**src/rtl/mult_share_arbiter.sv**
```systemverilog
// mult_share_arbiter
//   Two requesters share a single 4x4 unsigned multiplier. A round-robin
//   arbiter picks one requester in IDLE. Its operands are latched on the
//   accept edge and multiplied in CALC. The product is then held in RESP
//   until the consumer takes it.
//
// Ports
//   clk, rst                     clock, asynchronous active-high reset
//   req0_valid/req1_valid        requester has operands
//   req0_a/b, req1_a/b [3:0]     unsigned operands
//   req0_ready/req1_ready        operand accept (IDLE, winner only)
//   rsp_valid/rsp_ready          product handshake
//   rsp_data [7:0]               full 8-bit product
//   rsp_id                       requester that owns rsp_data
//   busy                         FSM not in IDLE
//   gnt_cnt0/gnt_cnt1 [CNT_W-1:0] accepted-request counters
//
// Build option
//   MULT_ARB_STATS_EN   when defined, builds the wrapping grant counters.
//                       When undefined, gnt_cnt0/gnt_cnt1 are tied to 0.

// 4x4 unsigned multiplier: carry-save (3:2 compressor) reduction of the four
// partial-product rows, followed by one carry-propagate add.
module hybrid_compressor_multiplier (
  input  logic [3:0] a,
  input  logic [3:0] b,
  output logic [7:0] f
);

  logic [7:0] pp0, pp1, pp2, pp3;
  logic [7:0] s1, c1, s2, c2;
  logic [6:0] maj1, maj2;

  always_comb begin
    pp0  = {4'b0000, a & {4{b[0]}}};
    pp1  = {3'b000, a & {4{b[1]}}, 1'b0};
    pp2  = {2'b00, a & {4{b[2]}}, 2'b00};
    pp3  = {1'b0, a & {4{b[3]}}, 3'b000};
    s1   = pp0 ^ pp1 ^ pp2;
    maj1 = (pp0[6:0] & pp1[6:0]) | (pp0[6:0] & pp2[6:0]) | (pp1[6:0] & pp2[6:0]);
    c1   = {maj1, 1'b0};
    s2   = s1 ^ c1 ^ pp3;
    maj2 = (s1[6:0] & c1[6:0]) | (s1[6:0] & pp3[6:0]) | (c1[6:0] & pp3[6:0]);
    c2   = {maj2, 1'b0};
    // The true product never exceeds 225, so dropping carries out of bit 7
    // does not change the result.
    f    = s2 + c2;
  end

endmodule

module mult_share_arbiter #(
  parameter int CNT_W = 8
) (
  input  logic             clk,
  input  logic             rst,
  input  logic             req0_valid,
  input  logic [3:0]       req0_a,
  input  logic [3:0]       req0_b,
  input  logic             req1_valid,
  input  logic [3:0]       req1_a,
  input  logic [3:0]       req1_b,
  output logic             req0_ready,
  output logic             req1_ready,
  output logic             rsp_valid,
  input  logic             rsp_ready,
  output logic [7:0]       rsp_data,
  output logic             rsp_id,
  output logic             busy,
  output logic [CNT_W-1:0] gnt_cnt0,
  output logic [CNT_W-1:0] gnt_cnt1
);

  typedef enum logic [1:0] {
    IDLE = 2'd0,
    CALC = 2'd1,
    RESP = 2'd2
  } state_t;

  state_t     state, next_state;
  logic [3:0] op_a, op_b;
  logic       op_id;
  logic       last_gnt;
  logic       win_id;
  logic       accept;
  logic [7:0] product;

  hybrid_compressor_multiplier u_mult (
    .a (op_a),
    .b (op_b),
    .f (product)
  );

  // Arbitration and handshake. The ready outputs are gated by rst directly,
  // so they stay low during reset; accept itself does not depend on rst,
  // because the state registers are held in reset anyway.
  always_comb begin
    win_id = 1'b0;
    if (req0_valid && req1_valid) begin
      win_id = ~last_gnt;
    end else if (req1_valid) begin
      win_id = 1'b1;
    end

    accept     = (state == IDLE) && (req0_valid || req1_valid);
    req0_ready = accept && !win_id && !rst;
    req1_ready = accept &&  win_id && !rst;
    busy       = (state != IDLE);

    next_state = state;
    case (state)
      IDLE: if (accept)    next_state = CALC;
      CALC:                next_state = RESP;
      RESP: if (rsp_ready) next_state = IDLE;
      default:             next_state = IDLE;
    endcase
  end

  always_ff @(posedge clk or posedge rst) begin
    if (rst) begin
      state     <= IDLE;
      op_a      <= '0;
      op_b      <= '0;
      op_id     <= 1'b0;
      last_gnt  <= 1'b1;
      rsp_valid <= 1'b0;
      rsp_data  <= '0;
      rsp_id    <= 1'b0;
    end else begin
      state <= next_state;
      if (accept) begin
        op_a     <= win_id ? req1_a : req0_a;
        op_b     <= win_id ? req1_b : req0_b;
        op_id    <= win_id;
        last_gnt <= win_id;
      end
      if (state == CALC) begin
        rsp_data  <= product;
        rsp_id    <= op_id;
        rsp_valid <= 1'b1;
      end else if (state == RESP && rsp_ready) begin
        rsp_valid <= 1'b0;
      end
    end
  end

`ifdef MULT_ARB_STATS_EN
  logic [CNT_W-1:0] cnt0, cnt1;

  always_ff @(posedge clk or posedge rst) begin
    if (rst) begin
      cnt0 <= '0;
      cnt1 <= '0;
    end else if (accept) begin
      if (win_id) cnt1 <= cnt1 + 1'b1;
      else        cnt0 <= cnt0 + 1'b1;
    end
  end

  assign gnt_cnt0 = cnt0;
  assign gnt_cnt1 = cnt1;
`else
  assign gnt_cnt0 = '0;
  assign gnt_cnt1 = '0;
`endif

endmodule
```
**config.mk**
```make
export PLATFORM = sky130hd
export DESIGN_NAME = mult_share_arbiter
export DESIGN_NICKNAME = d
export VERILOG_FILES = /design/src/rtl/mult_share_arbiter.sv
export SDC_FILE = /design/constraint.sdc
export NUM_CORES = 1
export LEC_CHECK = 0
export CAP_MARGIN = 15
export CORE_MARGIN = 2
export CORE_UTILIZATION = 51
export CTS_BUF_LIST = sky130_fd_sc_hd__clkbuf_4
export DETAILED_ROUTE_END_ITERATION = 12
export GPL_TIMING_DRIVEN = 1
export HOLD_SLACK_MARGIN = 0.02
export PLACE_DENSITY = 0.95
export SLEW_MARGIN = 15
export SYNTH_ARGS = -nofsm -noshare
export SYNTH_HDL_FRONTEND = slang
export SYNTH_HIERARCHICAL = 1
export SYNTH_SLANG_ARGS = --single-unit
```
**constraint.sdc**
```tcl
create_clock -name clk -period 4.61 [get_ports clk]
set_input_delay 0.922 -clock clk [delete_from_list [all_inputs] [get_ports clk]]
set_output_delay 0.922 -clock clk [all_outputs]
set_load 0.02 [all_outputs]
```
==> impl_metrics.ini <==
[layout]
multi_input_area_um2 = 823
fill_cells = 226
syn_to_final_growth_pct = 19.4
finish.net_count = 216
count_of_inserted_antenna_diode_cells = 0
regArea_um2 = 552
drive_above_1_share_pct = 12.2

[clocking]
post_cts_hold_buffer_count = 0
cts.clk_slew.worst_paths_ps = 110
root_buffer = sky130_fd_sc_hd__clkbuf_4
cts.sinks = 22
postCtsSetupRepairBufs = 0
cts_inserted_buffers = 3
cts-resized-gates = 0
maximum_buffer_depth_of_the_clock_tree = 2
insertion_delay_ps = 300
cts_tree = built
cts.htree.levels = 1

[placed_design]
place.gp.congestion = 0.801
dp.final_hpwl_um = 2200
place.port_buffers = 33

[floorplanning]
floorplan.rows = 19
initial_utilization_pct = 54.4
design.portCount = 50
core_region_area_um2 = 2810
die-area_um2 = 3440
die_x_um = 58.7
vertical_die_dimension_um = 58.7

[critical_path]
setup.worst_path.start_class = input pin
cp_cell_sequence = clkdlybuf4s50_1 -> or2_1 -> nand2_8 -> nor3_1 -> clkdlybuf4s50_1
timing.critical_path.slowest_stage_cell = sky130_fd_sc_hd__clkdlybuf4s50_1
r2r_cells = 8
signal_arrival_time_at_the_worst_endpoint_ps = 2730
worstSetupEndpointType = output port
timing.rr.start = op_b[0]
worst-setup-path-type = input pin to output port
required_time_of_the_worst_setup_path_ps = 3690
worst_path_largest_cell_delay_ps = 630
cpMostUsedCell = sky130_fd_sc_hd__clkdlybuf4s50_1
regToRegSetupSlack_ps = 1800
crit_path_max_fanout = 9
r2r_end = rsp_data[5]

[yosys]
synth.top_cell.area_share_pct = 34.5
synth_top_cells_by_area = sky130_fd_sc_hd__dfrtp_1 34%, sky130_fd_sc_hd__mux2_4 8.9%, sky130_fd_sc_hd__buf_4 8.4%
synth_area_per_cell_um2 = 10.2
ys_ff_latch = 22
postSynthCellCount = 149
synth-seq-area-share_pct = 36.2
syn_area_um2 = 1530
async_reset_ff_share_pct = 100
synth_edf_count = 0
yosysWarnings = 6
synth-main-ff-cell = sky130_fd_sc_hd__dfrtp_1
synth_most_common_cell = sky130_fd_sc_hd__dfrtp_1
synth_top_area_cell = sky130_fd_sc_hd__dfrtp_1
yosys.cell_types.count = 32
netlist_top_cells_count = 21 x sky130_fd_sc_hd__dfrtp_1, 20 x sky130_fd_sc_hd__nand2_1, 17 x sky130_fd_sc_hd__buf_4, 12 x sky130_fd_sc_hd__and2_1, 12 x sky130_fd_sc_hd__inv_1

[global_route]
global_route.usage.met1_pct = 21.8
gr_met2_demand_resource_pct = 30.3
grt_util_all_layers_pct = 17.2
grt-busiest-layer = met2
global_route_wire_length_before_repair_um = 4550
first_global_vias = 1036
grt_start_max_net_pins = 23
use_met3_pct = 3.30
antenna_found_initial = 0
grt_overflow = 0

[worst_hold_path]
worst_hold_startpoint = rsp_data[5]
hp-class = flop to flop
holdPathEnd = rsp_data[5]
timing.hold.worst_path_depth = 1

[timing]
finalCritPeriodShare_pct = 79.3
period_minus_slack_ps = 3660
setup-tns-final_ps = 0
timing_hold_violations_final = 0
worstMarginPinSlew_ps = 819
fmaxAchievable_mhz = 274
finalMaxSlewViolations = 0
relSlewSlack_pct = 45.4
setup_viol = 0
rsz0062_at_grt = no
finalClockSkew_ps = 4.24
final.hold.worst_slack_ps = 521

[routing]
drt.antenna.violating_nets = 0
drt_iter0_drc = 40
post-route-drc-count = 2
vias = 1080
route.detailed.wl_per_inst_um = 13.0
detailedRoute.firstPassIterationCount = 9
vias_per_cell = 5.09
postRouteWirelength_um = 2750

[power_and_ir_drop]
total_leakage_power_nw = 0.857
vdd_ir_drop_max_mv = 0.353
power.density_nw_per_um2 = 859

[run_status]
failed_checks = DRC
status = finished, violations left

[run]
timing.max_cap.violations = 0
critical path, delay by kind of cell:
| family | cells | cell delay [ps] |
|---|---|---|
| buffers and inverters | 2 | 1170 |
| AND/OR/NAND/NOR | 3 | 630 |
registers in the layout, indices dropped and copies added (netlist names):
register   count
last_gnt       1
op_id          1
rsp_valid      1
state          2
op_a           4
op_b           4
rsp_data       8
rsp_id         1
cells in the final DEF (no fill, tap or decap), types with 2 or more instances in the layout:
master and count:
sky130_fd_sc_hd__clkdlybuf4s50_1 33, sky130_fd_sc_hd__dfrtp_1 21, sky130_fd_sc_hd__nand2_1 20, sky130_fd_sc_hd__conb_1 16, sky130_fd_sc_hd__inv_1 12, sky130_fd_sc_hd__and2_1 12
sky130_fd_sc_hd__a21oi_1 10, sky130_fd_sc_hd__a31oi_1 9, sky130_fd_sc_hd__mux2_4 9, sky130_fd_sc_hd__ha_1 7, sky130_fd_sc_hd__fa_1 6, sky130_fd_sc_hd__clkbuf_4 3
sky130_fd_sc_hd__nor2_1 2, sky130_fd_sc_hd__o21ai_0 2, sky130_fd_sc_hd__xnor2_1 2
cell families (layout without fill, tap and decap cells):
kind of cell,Yosys count,count (layout),share of synthesized area (%)
DFF,22,22,36.2
xor gates and xnor gates,2,2,1.15
AOI/OAI and AO/OA,27,27,11.2
buffers and inverters,33,50,13.5
and+or+nand+nor,42,42,15.2
muxes,9,9,8.86
adders and majority gates,13,13,13.6
other,1,16,0.246
final cells by class:
type	count	area share (%)
inverters	13	2.82
flip-flops and latches	22	30.3
well taps	31	2.13
repair buffers	33	18.1
clock inverters	1	0.206
multi-input cells	109	45.2
clock buffers	3	1.24
metal layers:
metal	vias to the layer above	wire length (um)	part of all wire (%)
met1	508	1170	43
li1	518	-	-
met4	0	28	1.0
met5	-	0	0
met3	4	179	6.5
met2	50	1370	50
worst max path at each step:
stage / startpoint / end / slack [ps] / depth (start not counted)
CTS: req0_valid / req0_ready / 970 / 5
detailed placement: req0_valid / req0_ready / 990 / 5
finish: req0_valid / req0_ready / 950 / 5
floorplan: op_a[3] / rsp_data[5] / 1940 / 8
global placement: req0_valid / req0_ready / 1010 / 5
global route: req0_valid / req0_ready / 860 / 5
through the flow:
| step | setup WS [ps] | cell area [um2] | std cells | total power [mW] | utilization [%] |
|---|---|---|---|---|---|
| after floorplan | 1940 | 1580 | 164 | 1.23 | - |
| after global placement | 1010 | 1800 | 208 | 1.43 | 64.0 |
| after detailed placement | 989 | 1800 | 208 | 1.50 | 64.0 |
| after CTS | 967 | 1820 | 212 | 1.59 | 64.9 |
| after global routing | 863 | 1820 | 212 | 1.73 | 64.9 |
| final | 955 | 1820 | 212 | 1.56 | 64.9 |
power by group:
group	internal, mW	switching (mW)
Sequential	0.297	0.0914
Clock	0.0316	0.0541
Combinational	0.565	0.525
Total	0.894	0.671
No activity file was read; power rests on OpenSTA's default activity.
